**config.mk**
```make
export PLATFORM = sky130hd
export DESIGN_NAME = alu_pipe
export DESIGN_NICKNAME = d
export VERILOG_FILES = /design/src/rtl/alu_pkg.sv /design/src/rtl/alu_mul_iter.sv /design/src/rtl/alu_pipe.sv
export SDC_FILE = /design/constraint.sdc
export NUM_CORES = 1
export LEC_CHECK = 0
export CAP_MARGIN = 20
export CORE_MARGIN = 2
export CORE_UTILIZATION = 55
export CTS_CLUSTER_SIZE = 25
export DETAILED_ROUTE_END_ITERATION = 10
export DONT_BUFFER_PORTS = 1
export MAX_ROUTING_LAYER = met4
export PLACE_DENSITY = 0.66
export SLEW_MARGIN = 20
export SYNTH_ARGS = -nofsm -noshare
export SYNTH_HDL_FRONTEND = slang
export SYNTH_SLANG_ARGS = --single-unit
```
**constraint.sdc**
```tcl
create_clock -name clk -period 5 [get_ports clk]
set_input_delay 0.75 -clock clk [delete_from_list [all_inputs] [get_ports clk]]
set_output_delay 0.75 -clock clk [all_outputs]
set_load 0.01 [all_outputs]
```
**src/rtl/alu_pkg.sv**
```systemverilog
// Shared opcode constants, FSM state encodings and flag bit positions for alu_pipe.
// The MUL_RUN state only exists when ALU_PIPE_MUL_EN is defined.
package alu_pkg;

  localparam logic [4:0] OP_LD  = 5'h01;
  localparam logic [4:0] OP_ST  = 5'h02;
  localparam logic [4:0] OP_ADD = 5'h03;
  localparam logic [4:0] OP_SUB = 5'h04;
  localparam logic [4:0] OP_AND = 5'h05;
  localparam logic [4:0] OP_OR  = 5'h06;
  localparam logic [4:0] OP_XOR = 5'h07;
  localparam logic [4:0] OP_NOT = 5'h08;
  localparam logic [4:0] OP_SL  = 5'h09;
  localparam logic [4:0] OP_SR  = 5'h0A;
  localparam logic [4:0] OP_SRA = 5'h0B;
  localparam logic [4:0] OP_MUL = 5'h0C;
  localparam logic [4:0] OP_ILL = 5'h1F;

  localparam int FLAG_Z     = 0;
  localparam int FLAG_N     = 1;
  localparam int FLAG_C     = 2;
  localparam int FLAG_V     = 3;
  localparam int FLAG_COUNT = 4;

`ifdef ALU_PIPE_MUL_EN
  typedef enum logic {
    ST_IDLE    = 1'b0,
    ST_MUL_RUN = 1'b1
  } state_t;
`else
  typedef enum logic {
    ST_IDLE = 1'b0
  } state_t;
`endif

endpackage

```
**src/rtl/alu_mul_iter.sv**
```systemverilog
// Unsigned shift-add multiplier: one partial product per cycle for WIDTH cycles.
// o_done and o_product are valid during the final iteration, so the consumer can register them on that edge.
module alu_mul_iter #(
  parameter int WIDTH = 32
) (
  input  logic               clk,
  input  logic               reset,
  input  logic               i_start,
  input  logic [WIDTH-1:0]   i_a,
  input  logic [WIDTH-1:0]   i_b,
  output logic               o_done,
  output logic [2*WIDTH-1:0] o_product
);

  localparam int CNT_W = $clog2(WIDTH);

  logic [2*WIDTH-1:0] r_acc;
  logic [2*WIDTH-1:0] r_mcand;
  logic [WIDTH-1:0]   r_mplier;
  logic [CNT_W-1:0]   r_cnt;
  logic               r_run;
  logic [2*WIDTH-1:0] w_sum;

  assign w_sum     = r_acc + (r_mplier[0] ? r_mcand : '0);
  assign o_product = w_sum;
  assign o_done    = r_run && (r_cnt == CNT_W'(WIDTH - 1));

  always_ff @(posedge clk) begin
    if (reset) begin
      r_acc    <= '0;
      r_mcand  <= '0;
      r_mplier <= '0;
      r_cnt    <= '0;
      r_run    <= 1'b0;
    end else if (i_start) begin
      r_acc    <= '0;
      r_mcand  <= {{WIDTH{1'b0}}, i_a};
      r_mplier <= i_b;
      r_cnt    <= '0;
      r_run    <= 1'b1;
    end else if (r_run) begin
      r_acc    <= w_sum;
      r_mcand  <= r_mcand << 1;
      r_mplier <= r_mplier >> 1;
      r_cnt    <= r_cnt + 1'b1;
      if (o_done) r_run <= 1'b0;
    end
  end

endmodule

```
**src/rtl/alu_pipe.sv**
```systemverilog
// Handshaked execute-stage ALU with a registered result and N/Z/C/V flags.
// Define ALU_PIPE_MUL_EN to build in the iterative unsigned multiplier (MUL); otherwise MUL is illegal.
module alu_pipe
  import alu_pkg::*;
#(
  parameter int WIDTH = 32
) (
  input  logic             clk,
  input  logic             reset,
  input  logic             in_valid,
  output logic             in_ready,
  input  logic [4:0]       opcode,
  input  logic [WIDTH-1:0] a_bus,
  input  logic [WIDTH-1:0] b_bus,
  output logic             out_valid,
  input  logic             out_ready,
  output logic [WIDTH-1:0] out_bus,
  output logic             z,
  output logic             n,
  output logic             c,
  output logic             v,
  output logic             illegal,
  output logic             busy
);

  localparam int SHAMT_W = $clog2(WIDTH);
  localparam logic [WIDTH-1:0] W_LIMIT = WIDTH'(WIDTH);

  state_t                r_state;
  logic                  r_out_valid;
  logic [WIDTH-1:0]      r_out_bus;
  logic [FLAG_COUNT-1:0] r_flags;
  logic                  r_illegal;

  logic                  w_accept;
  logic                  w_big_shift;
  logic [SHAMT_W-1:0]    w_shamt;
  logic [WIDTH-1:0]      w_res;
  logic                  w_c;
  logic                  w_v;
  logic                  w_illegal;

  assign in_ready    = (r_state == ST_IDLE) && (!r_out_valid || out_ready);
  assign w_accept    = in_valid && in_ready;
  assign w_big_shift = (b_bus >= W_LIMIT);
  assign w_shamt     = b_bus[SHAMT_W-1:0];

  assign out_valid = r_out_valid;
  assign out_bus   = r_out_bus;
  assign z         = r_flags[FLAG_Z];
  assign n         = r_flags[FLAG_N];
  assign c         = r_flags[FLAG_C];
  assign v         = r_flags[FLAG_V];
  assign illegal   = r_illegal;

`ifdef ALU_PIPE_MUL_EN
  logic               r_busy;
  logic               w_is_mul;
  logic               w_mul_done;
  logic [2*WIDTH-1:0] w_mul_product;

  assign w_is_mul = (opcode == OP_MUL);
  assign busy     = r_busy;

  alu_mul_iter #(.WIDTH(WIDTH)) u_mul (
    .clk       (clk),
    .reset     (reset),
    .i_start   (w_accept && w_is_mul),
    .i_a       (a_bus),
    .i_b       (b_bus),
    .o_done    (w_mul_done),
    .o_product (w_mul_product)
  );
`else
  assign busy = 1'b0;
`endif

  // Oversized shift amounts saturate instead of wrapping on the low bits.
  always_comb begin
    w_res     = '0;
    w_c       = 1'b0;
    w_v       = 1'b0;
    w_illegal = 1'b0;
    case (opcode)
      OP_LD, OP_ST: w_res = b_bus;
      OP_ADD: begin
        {w_c, w_res} = {1'b0, a_bus} + {1'b0, b_bus};
        w_v = (a_bus[WIDTH-1] == b_bus[WIDTH-1]) && (w_res[WIDTH-1] != a_bus[WIDTH-1]);
      end
      OP_SUB: begin
        w_res = a_bus - b_bus;
        w_c   = (a_bus < b_bus);
        w_v   = (a_bus[WIDTH-1] != b_bus[WIDTH-1]) && (w_res[WIDTH-1] != a_bus[WIDTH-1]);
      end
      OP_AND: w_res = a_bus & b_bus;
      OP_OR:  w_res = a_bus | b_bus;
      OP_XOR: w_res = a_bus ^ b_bus;
      OP_NOT: w_res = ~a_bus;
      OP_SL:  w_res = w_big_shift ? '0 : (a_bus << w_shamt);
      OP_SR:  w_res = w_big_shift ? '0 : (a_bus >> w_shamt);
      OP_SRA: w_res = w_big_shift ? {WIDTH{a_bus[WIDTH-1]}}
                                  : WIDTH'($signed(a_bus) >>> w_shamt);
      default: w_illegal = 1'b1;
    endcase
  end

  always_ff @(posedge clk) begin
    if (reset) begin
      r_state     <= ST_IDLE;
      r_out_valid <= 1'b0;
      r_out_bus   <= '0;
      r_flags     <= '0;
      r_illegal   <= 1'b0;
`ifdef ALU_PIPE_MUL_EN
      r_busy      <= 1'b0;
`endif
    end else begin
      case (r_state)
        ST_IDLE: begin
          if (w_accept) begin
`ifdef ALU_PIPE_MUL_EN
            if (w_is_mul) begin
              r_state     <= ST_MUL_RUN;
              r_busy      <= 1'b1;
              r_out_valid <= 1'b0;
            end else
`endif
            begin
              r_out_bus       <= w_res;
              r_flags[FLAG_Z] <= (w_res == '0);
              r_flags[FLAG_N] <= w_res[WIDTH-1];
              r_flags[FLAG_C] <= w_c;
              r_flags[FLAG_V] <= w_v;
              r_illegal       <= w_illegal;
              r_out_valid     <= 1'b1;
            end
          end else if (out_ready) begin
            r_out_valid <= 1'b0;
          end
        end
`ifdef ALU_PIPE_MUL_EN
        // The output register is already empty on entry, since accepting MUL required a free slot.
        ST_MUL_RUN: begin
          if (w_mul_done) begin
            r_out_bus       <= w_mul_product[WIDTH-1:0];
            r_flags[FLAG_Z] <= (w_mul_product[WIDTH-1:0] == '0);
            r_flags[FLAG_N] <= w_mul_product[WIDTH-1];
            r_flags[FLAG_C] <= |w_mul_product[2*WIDTH-1:WIDTH];
            r_flags[FLAG_V] <= 1'b0;
            r_illegal       <= 1'b0;
            r_out_valid     <= 1'b1;
            r_busy          <= 1'b0;
            r_state         <= ST_IDLE;
          end
        end
`endif
        default: r_state <= ST_IDLE;
      endcase
    end
  end

endmodule

```
# [Word-level counts from Yosys, hierarchy flattened]
# Index checks and enable logic that the tools add are counted.
[classes] multipliers=0 n_eq_ne=15 n_addsub=2 bitwise_logic=4 n_mux=9 div_mod_pow=0 magnitude_cmp=2 n_shift=3 reduce_logical=9
[ops] cell="one-hot mux 32 bit (10 select lines)" n=1
[ops] cell="2-to-1 mux 32 bit" n=3
[ops] cell="adder 32 x 32 -> 33 bit" n=1
[ops] cell="AND 32 bit" n=1
[ops] cell=">= comparator 32 x 6 -> 1 bit (second input constant)" n=1
[ops] cell="logical NOT 32 bit" n=1
[ops] cell="less-than comparator 32 bit" n=1
[ops] cell="NOT 32 bit" n=1
[ops] cell="OR 32 bit" n=1
[ops] cell="left shift 32 x 5 -> 32 bit" n=1
[ops] cell="right shift 32 x 5 -> 32 bit" n=1
[ops] cell=">>> shifter 32 x 5 -> 32 bit" n=1
[ops] cell="subtractor 32 bit" n=1
[ops] cell="bitwise XOR 32 bit" n=1
[ops] cell="== test 5 x 3 -> 1 bit (second input constant)" n=4
[ops] cell="== test 5 x 4 -> 1 bit (second input constant)" n=4
[ops] cell="OR reduction 11 bit" n=1
[ops] cell="== test 5 x 2 -> 1 bit (second input constant)" n=2
[ops] cell="== test 5 x 1 -> 1 bit (second input constant)" n=1
[ops] cell="one-hot mux 1 bit (2 select lines)" n=2
[ops] cell="logical AND 1 bit" n=3
[ops] cell="2-to-1 mux 1 bit" n=3
[ops] cell="inequality test 1 bit" n=3
[ops] cell="nonzero test 2 bit" n=1
[ops] cell="other kinds (4)" n=4
[word_totals] latch_bits=0 mem_bits_rw=0 inputBits=73 mem_count=0 word_cells=48 register_bits=38 romBits=0 out_inout_bits=40

# [Logic depth before layout (Yosys ltp)]
# Gate-level depths: netlist of the first run.
[logic_depth] ltp_word=4 depth_mapped=17 ltp_nobuf=15

# [Least setup slack after synthesis of the first run]
# No wires, ideal clock.
[synth_path] path_type="input -> register" from="input b_bus[4]" to="register r_flags[0]" arrival_time_ns=4.399 stages=17 n_path_buf=4 path_slack_ns=0.543 setup_ns=0.057 required_ns=4.943 path_cell_list="clkbuf_1 > inv_2 > clkbuf_1 > clkbuf_1 > ha_1 > buf_2 > inv_1 > a2111oi_1 > a211oi_1 > nor4_2 > o31ai_1 > a21oi_1 > nor3_1 > a2111oi_0 > o21ai_0 > nor4_2 > a21o_1"
[synth_between] elab_chain_cells=4 elab_cells_between_ends=14 cone_classes="add/sub: 2; order compare: 1; shift: 3; mux: 4; bitwise: 3; reduce/logical: 1"
[synth_lines] item="from (decl)" line="alu_pipe.sv:14" rtl="input logic [WIDTH-1:0] b_bus,"
[synth_lines] item=">= comparator 32 x 6 -> 1 bit (tied with other cells)" line="alu_pipe.sv:45" rtl="assign w_big_shift = (b_bus >= W_LIMIT);"
[synth_lines] item="2-to-1 mux 32 bit (on tied branches)" line="alu_pipe.sv:101, alu_pipe.sv:99, alu_pipe.sv:100"
[synth_lines] item="one-hot mux 32 bit (10 select lines) *" line="alu_pipe.sv:84" rtl="case (opcode)"
[synth_lines] item="logical NOT 32 bit *" line="alu_pipe.sv:130" rtl="r_flags[FLAG_Z] <= (w_res == '0);"
[synth_lines] item="to (signal, indexed assignment)" line="alu_pipe.sv:130"
[synth_lines] item="to (signal, indexed assignment)" line="alu_pipe.sv:131" rtl="r_flags[FLAG_N] <= w_res[WIDTH-1];"
[synth_lines] item="to (signal, indexed assignment)" line="alu_pipe.sv:132" rtl="r_flags[FLAG_C] <= w_c;"
[synth_lines] item="to (decl)" line="alu_pipe.sv:32" rtl="logic [FLAG_COUNT-1:0] r_flags;"
# Every way passes the cells marked *; elsewhere a longest branch is shown, timed or not.
# A chain may end at the register's enable or synchronous reset.

# [Worst setup path in the final report of the first run]
[layout_path] from="input b_bus[1]" to="register r_flags[0]"
# Same word-level chain as after synthesis.

==> summary.md, run 1 <==
| Metric | Value |
|---|---|
| Status | finished, final reports clean |
| Slew HR | 18.6% |
| Sequential share of power | 19.0% |
| Via/cell ratio | 7.71 |
| Most Crowded Layer GR | met2 |
| CTS tree | built |
| H-tree depth | 2 |
| Routed wire length | 56900 um |
| Final Util | 57.0% |
| Minimum clock period | 4.39 ns |
| Chip width | 152 um |
| Crit-path cells | inv_2 -> ha_1 -> nor2_1 -> o311ai_1 -> a211oi_1 -> nor4_2 -> o31ai_1 -> a31oi_1 -> o21ai_0 -> nand3b_1 -> a41oi_1 -> nor4_1 -> a21o_1 |
| Worst vdd ir | 0.134 mV |
| Sequential share of the synthesized area | 6.18% |
| Post-synthesis sequential element count | 37 |
| Final setup margin | 0.606 ns |
| Antenna viol nets, final | 0 |
| Sw Ratio | 46.9% |
| Number of synthesized flops with an enable pin | 0 |
| Max Clk Rate | 228 MHz |
| Via count | 14.4k |
| All-layer global routing usage | 49.3% |
| Initial DRT Pass Iterations | 6 |
| GPL Wtd Cong | 1.12 |
| Vias in the first global route | 13.0k |
| CP max-delay cell | o311ai_1 |
| M3 GR Usage | 16.5% |
| Gr ovfl total | 0 |
| Syn_nets | 1844 |
| Wire length per cell | 30.4 um |
| Critical Path AT | 4.63 ns |
| Largest net degree at the start of global routing | 95 |
| Critical Path RT | 5.24 ns |
| Port bufs | 0 |
| Die height | 152 um |
| Fin nets | 1766 |
| CP max stage delay | 0.73 ns |
| I/O pins | 113 |
| Pwr Total | 1.80 mW |
| RSZ-0062 raised after global routing | false |
| Area of the multi-input gates | 0.0103 sq mm |
| Total negative slack | 0 ns |
| Final Hold Vio Count | 0 |
| Clock network power share | 19.2% |
| Synth unique cells | 89 |
| Worst slew pin tran | 1.19 ns |
| Pre-CTS setup slack | 0.520 ns |
| XOR/XNOR share of the synthesized area | 0.803% |
| CP Capture Type | flip-flop |
| PostCTS Resize Cnt | 0 |
| Hold Path Class | flip-flop to flip-flop |
| Sw power | 0.846 mW |
| Ratio of final minimum period to clock period | 87.9% |
| Synth Area in Simple Gates | 23.3% |
| Core Box Area | 0.0216 sq mm |
| Clock Path Buffers | 2 |
| Internal power | 0.958 mW |
| Power Density | 146 mW/mm^2 |
| Top_reg_cell synth | dfxtp_1 |
| HPWL Detailed | 43600 um |
| Met1 capacity usage during global routing | 63.9% |
| Full die area | 0.0230 sq mm |
| Reg area | 741 sq um |
| Dpl cells | 1860 |
| Clk slew on worst S/H paths | 0.06 ns |
| Synth Instances | 1665 |
| Share of cells above drive strength 1 | 11.5% |
| Crit-path max FO | 94 |
| TritonCTS Buffers | 5 |
| Endpoints failing setup | 0 |
| Compound-Gate Fraction of Synth Area | 31.4% |
| Avg Inst Size Synth | 7.20 sq um |
| Met2 GRT Util | 68.6% |
| Final cell count without fillers | 1870 |
| Slew Limit Fails | 0 |
| Final routed DRC violation total | 0 |
| Clock sinks | 37 |
| Initial drt markers | 2147 |
| Area growth syn-to-layout | 2.83% |
| Setup crit start kind | input pin |
| Syn Std Cell Area | 0.0120 sq mm |
| Largest family of logic cells by synthesized area | compound AO/OA/AOI/OAI gates |
| Final Skew | 0.00415 ns |
| Max-Cap Viols | 0 |
| Synth Area in Adders | 11.2% |
| CTS Hold Bufs | 0 |
| Clock latency on the worst-skew pair | 0.29 ns |
| Leakage power | 4.87 nW |
| Initial Util | 55.5% |
| Post-CTS Setup Inserts | 0 |
| Logic pwr share | 61.8% |
| First-pass GRT wire length | 82300 um |
| Async set-or-reset flop fraction in the synthesized netlist | 0% |
| # rows | 54 |
| Initial antenna violation count | 2 |
| YS warnings | 0 |
| Fillers | 2146 |
| Mux cell area share after synthesis | 18.6% |
| Crit path kind | input pin to flip-flop |
| Clock Root Buffer | clkbuf_16 |
-- power groups by stage --
stage | clock, mW | sequential (mW) | combinational [mW]
3_5_place_dp | 0 | 0.350 | 1.06
6_report | 0.346 | 0.344 | 1.11
5_1_grt | 0.359 | 0.347 | 1.18
3_3_place_gp | 0 | 0.350 | 1.05
4_1_cts | 0.344 | 0.344 | 1.06
2_1_floorplan | 0 | 0.345 | 0.835
-- registers in the layout (all words and copies together) (netlist names) --
| signal | flops |
|---|---|
| r_flags | 4 |
| out_valid | 1 |
| out_bus | 31 |
| illegal | 1 |
-- synthesized netlist by cell type, types with 18 or more instances --
cell type | count | area share [%]
clkbuf_1 | 98 | 3.1
a21oi_1 | 104 | 4.3
nor2_1 | 160 | 5.0
a21o_1 | 18 | 1.1
nor4_1 | 28 | 1.5
nand2_1 | 160 | 5.0
nor3_1 | 45 | 1.9
nand2b_1 | 22 | 1.1
mux4_2 | 61 | 11
mux2_2 | 27 | 2.5
a211oi_1 | 50 | 3.1
nand3_1 | 54 | 2.3
mux2i_1 | 53 | 4.4
o21ai_0 | 89 | 3.7
nand4_1 | 18 | 0.94
ha_1 | 104 | 11
nor2b_1 | 19 | 0.99
buf_2 | 29 | 1.2
inv_1 | 96 | 3.0
dfxtp_1 | 37 | 6.2
o22ai_1 | 29 | 1.5
o211ai_1 | 21 | 1.3
a31oi_1 | 21 | 1.1
-- worst paths after layout --
path                           startpoint                 endpoint  cells after the start  slack [ns]
hold reg to reg   out_bus[3]$_SDFFE_PP0P_  out_bus[3]$_SDFFE_PP0P_                      2        0.49
setup / recovery                 b_bus[1]  r_flags[0]$_SDFFE_PP0P_                     13        0.61
hold / removal    out_bus[3]$_SDFFE_PP0P_  out_bus[3]$_SDFFE_PP0P_                      2        0.49
setup reg to reg   out_valid$_SDFFE_PP0P_  r_flags[0]$_SDFFE_PP0P_                     11        1.96
-- through the flow --
| step | area [sq um] | hold slack (ns) |
|---|---|---|
| 3_3_place_gp | 12200 | 0.489 |
| 6_report | 12300 | 0.493 |
| 2_1_floorplan | 12000 | 0.481 |
| 3_5_place_dp | 12200 | 0.489 |
| 5_1_grt | 12300 | 0.523 |
| 4_1_cts | 12300 | 0.497 |
-- cell usage in the layout, fill, tap and decap left out, drive strengths merged, types with 7 or more instances in the layout --
cell type and instances:
a2111oi 13, a211o 8, a211oi 52, a21o 18, a21oi 104, a221o 9, a221oi 12, a22oi 14
a311oi 11, a31oi 21, and2 9, and3 17, buf 60, clkbuf 7, dfxtp 37, ha 104
inv 98, mux2 27, mux2i 53, mux4 62, nand2 160, nand2b 22, nand3 54, nand4 19
nor2 160, nor2b 19, nor3 45, nor4 30, o2111ai 11, o211ai 21, o21a 10, o21ai 91
o21bai 8, o221ai 16, o22ai 29, o2bb2ai 9, o311ai 15, o31ai 16, or3 15, xnor2 9
-- kinds of logic (layout without fill, tap and decap cells) --
group,count (synthesis),count (layout)
simple gates,583,583
compound gates,540,540
buf+inv,245,168
mux,142,142
fa+ha+maj,106,106
flops,37,37
xor+xnor,11,11
other cells,1,3
-- layout make-up --
| class | instances | area share [%] |
|---|---|---|
| diodes | 2 | 0.0406 |
| well taps | 280 | 2.84 |
| inverters | 100 | 3.04 |
| multi-input cells | 1383 | 83.1 |
| flip-flops and latches | 37 | 6.01 |
| clock inverters | 1 | 0.0406 |
| clock buffers | 7 | 1.24 |
| repair buffers | 60 | 3.65 |
-- critical path: cells and delay by family --
| kind | cells | cell delay (ns) |
|---|---|---|
| buffers and inverters | 1 | 0.15 |
| AOI/OAI and AO/OA | 7 | 2.04 |
| and+or+nand+nor | 4 | 1.27 |
| adders and majority gates | 1 | 0.39 |
-- routing by layer --
layer  vias up  wire length, um
met5         -                0
met4         0             3680
met3       222             8880
met2      1219            23100
met1      6783            21300
li1       6203                -
Power figures use the tool's default switching activity.
==> run 2: changes to the inputs <==
- CORE_ASPECT_RATIO: not set -> 0.75
- SETUP_SLACK_MARGIN: not set -> 0.02
==> run 2 against run 1 <==
Routed wire length is 1.4% higher. Clock-buffer cell count stayed put. Critical path depth is 1 higher. Design area is 0.16% lower. Worst setup slack worse by 0.13 ns. Cell count is 0.27% higher. Register-to-register slack better by 0.05 ns. Critical endpoint unchanged. Largest power group unchanged.
==> summary.md, run 2 (synthesized netlist as in run 1, its figures left out) <==
| Metric | Value |
|---|---|
| First-pass GRT wire length | 85600 um (was 82300 um) |
| CP max-delay cell | nor4_2 (was o311ai_1) |
| Minimum clock period | 4.52 ns (was 4.39 ns) |
| Crit path buffers/inverters | 3 (was 1) |
| Post-CTS Setup Inserts | 0 (unchanged) |
| Commonest cells after routing, fill and taps aside | nand2_1, nor2_1, a21oi_1, ha_1, inv_1 (unchanged) |
| RSZ-0062 raised after global routing | false (unchanged) |
| Crit-path max FO | 37 (was 94) |
| Reg area | 741 sq um (unchanged) |
| Initial drt markers | 3046 (was 2147) |
| Antenna viol nets, final | 0 (unchanged) |
| Worst vdd ir | 0.179 mV (was 0.134 mV) |
| Hold Path Class | flip-flop to flip-flop (unchanged) |
| Clock sinks | 37 (unchanged) |
| CTS Hold Bufs | 0 (unchanged) |
| Fillers | 2092 (was 2146) |
| Status | finished, final reports clean (unchanged) |
| Final cell count without fillers | 1875 (was 1870) |
| Total negative slack | 0 ns (unchanged) |
| Endpoints failing setup | 0 (unchanged) |
| Area of the multi-input gates | 0.0103 sq mm (about the same) |
| HPWL Detailed | 43900 um (was 43600 um) |
| Number of flip-flops under the largest register name | 31 (unchanged) |
| Clock Root Buffer | clkbuf_16 (unchanged) |
| Crit-path most repeated cell | nor4_2 |
| Critical Path RT | 5.24 ns (about the same) |
| Initial Util | 56.3% (was 55.5%) |
| Final routed DRC violation total | 0 (unchanged) |
| Clock latency on the worst-skew pair | 0.31 ns (was 0.29 ns) |
| PostCTS Resize Cnt | 0 (unchanged) |
| Routed wire length | 57700 um (was 56900 um) |
| Core Box Area | 0.0213 sq mm (was 0.0216 sq mm) |
| Leakage power | 4.85 nW (was 4.87 nW) |
| Largest net degree at the start of global routing | 95 (unchanged) |
| Slew Limit Fails | 0 (unchanged) |
| Final setup margin | 0.477 ns (was 0.606 ns) |
| TritonCTS Buffers | 5 (unchanged) |
| Crit path kind | input pin to flip-flop (unchanged) |
| Slew HR | 31.7% (was 18.6%) |
| Full die area | 0.0230 sq mm (about the same) |
| Gr ovfl total | 0 (unchanged) |
| Ratio of final minimum period to clock period | 90.5% (was 87.9%) |
| Via/cell ratio | 7.84 (was 7.71) |
| Dpl cells | 1865 (was 1860) |
| CTS tree | built (unchanged) |
| Vias in the first global route | 13.1k (was 13.0k) |
| Die height | 132 um (was 152 um) |
| Top delay family on crit path | compound AO/OA/AOI/OAI gates (unchanged) |
| Initial DRT Pass Iterations | 7 (was 6) |
| Setup crit start kind | input pin (unchanged) |
| Max-Cap Viols | 0 (unchanged) |
| Critical Path AT | 4.76 ns (was 4.63 ns) |
| Fin nets | 1763 (was 1766) |
| Via count | 14.7k (was 14.4k) |
| Share of cells above drive strength 1 | 11.3% (was 11.5%) |
| Port bufs | 0 (unchanged) |
| Crit-path cells | inv_2 -> ha_1 -> inv_1 -> a2111oi_1 -> buf_4 -> a211oi_1 -> nor4_2 -> o31ai_1 -> a21oi_1 -> nor3_1 -> a2111oi_0 -> o21ai_0 -> nor4_2 -> a21o_1 (was inv_2 -> ha_1 -> nor2_1 -> o311ai_1 -> a211oi_1 -> nor4_2 -> o31ai_1 -> a31oi_1 -> o21ai_0 -> nand3b_1 -> a41oi_1 -> nor4_1 -> a21o_1) |
| Pre-CTS setup slack | 0.479 ns (was 0.520 ns) |
| Initial antenna violation count | 3 (was 2) |
| Power Density | 146 mW/mm^2 (about the same) |
| CP Capture Type | flip-flop (unchanged) |
| Wire length per cell | 30.7 um (was 30.4 um) |
| # rows | 46 (was 54) |
| Area growth syn-to-layout | 2.66% (was 2.83%) |
| CP max stage delay | 0.69 ns (was 0.73 ns) |
| Clk slew on worst S/H paths | 0.06 ns (about the same) |
| Chip width | 175 um (was 152 um) |
| Max Clk Rate | 221 MHz (was 228 MHz) |
| Worst slew pin tran | 1.03 ns (was 1.19 ns) |
| H-tree depth | 2 (unchanged) |
| Final Hold Vio Count | 0 (unchanged) |
| GPL Wtd Cong | 1.11 (was 1.12) |
| Clock Path Buffers | 2 (unchanged) |
| Final Skew | 0.0156 ns (was 0.00415 ns) |
| Pwr Total | 1.80 mW (about the same) |
| All-layer global routing usage | 50.0% (was 49.3%) |
| Min Hold Slack | 0.495 ns (was 0.493 ns) |
| I/O pins | 113 (unchanged) |
| Commonest non-fill, non-tap cell in the layout | nand2_1 (unchanged) |
[run 2: layer usage]
layer / vias to the layer above / track usage (%) / routed length (um)
met2: 1435 / 67.3 / 22500
met3: 212 / 19.6 / 10400
met4: 0 / 16.2 / 2700
li1: 6192 / - / -
met5: - / - / 0
met1: 6866 / 67.8 / 22100
[run 2: final timing paths]
kind	cells after the start	start	to	slack [ns]
max	14	b_bus[4]	r_flags[0]$_SDFFE_PP0P_	0.48
min	2	out_bus[0]$_SDFFE_PP0P_	out_bus[0]$_SDFFE_PP0P_	0.49
max reg2reg	11	out_valid$_SDFFE_PP0P_	r_flags[0]$_SDFFE_PP0P_	2.01
min reg2reg	2	out_bus[0]$_SDFFE_PP0P_	out_bus[0]$_SDFFE_PP0P_	0.49
[run 2: layout make-up]
class	instances	share of cell area [%]
Clock buffer	7	1.16
Inverter	100	3.05
Timing Repair Buffer	57	3.48
Multi-Input combinational cell	1383	83.3
Antenna cell	3	0.0610
Tap cell	288	2.93
Sequential cell	37	6.02
[run 2: worst register-to-register path, delay by kind of cell (launching register included)]
kind / cells / cell delay, ns
flip-flops: 1 / 0.34
AO/OA/AOI/OAI: 5 / 1.04
AND/OR/NAND/NOR: 6 / 1.56
[run 2: through the flow]
stage / utilization (%) / instance area (sq um)
2_1_floorplan: - / 12000
3_3_place_gp: 57.1 / 12200
3_5_place_dp: 57.1 / 12200
4_1_cts: 57.7 / 12300
5_1_grt: 57.8 / 12300
6_report: 57.8 / 12300
[run 2: power by group]
part           total (mW)  switching [mW]  internal [mW]
Sequential          0.345          0.0272          0.317
Clock               0.334           0.137          0.196
Combinational        1.12           0.691          0.428
Total                1.80           0.855          0.942
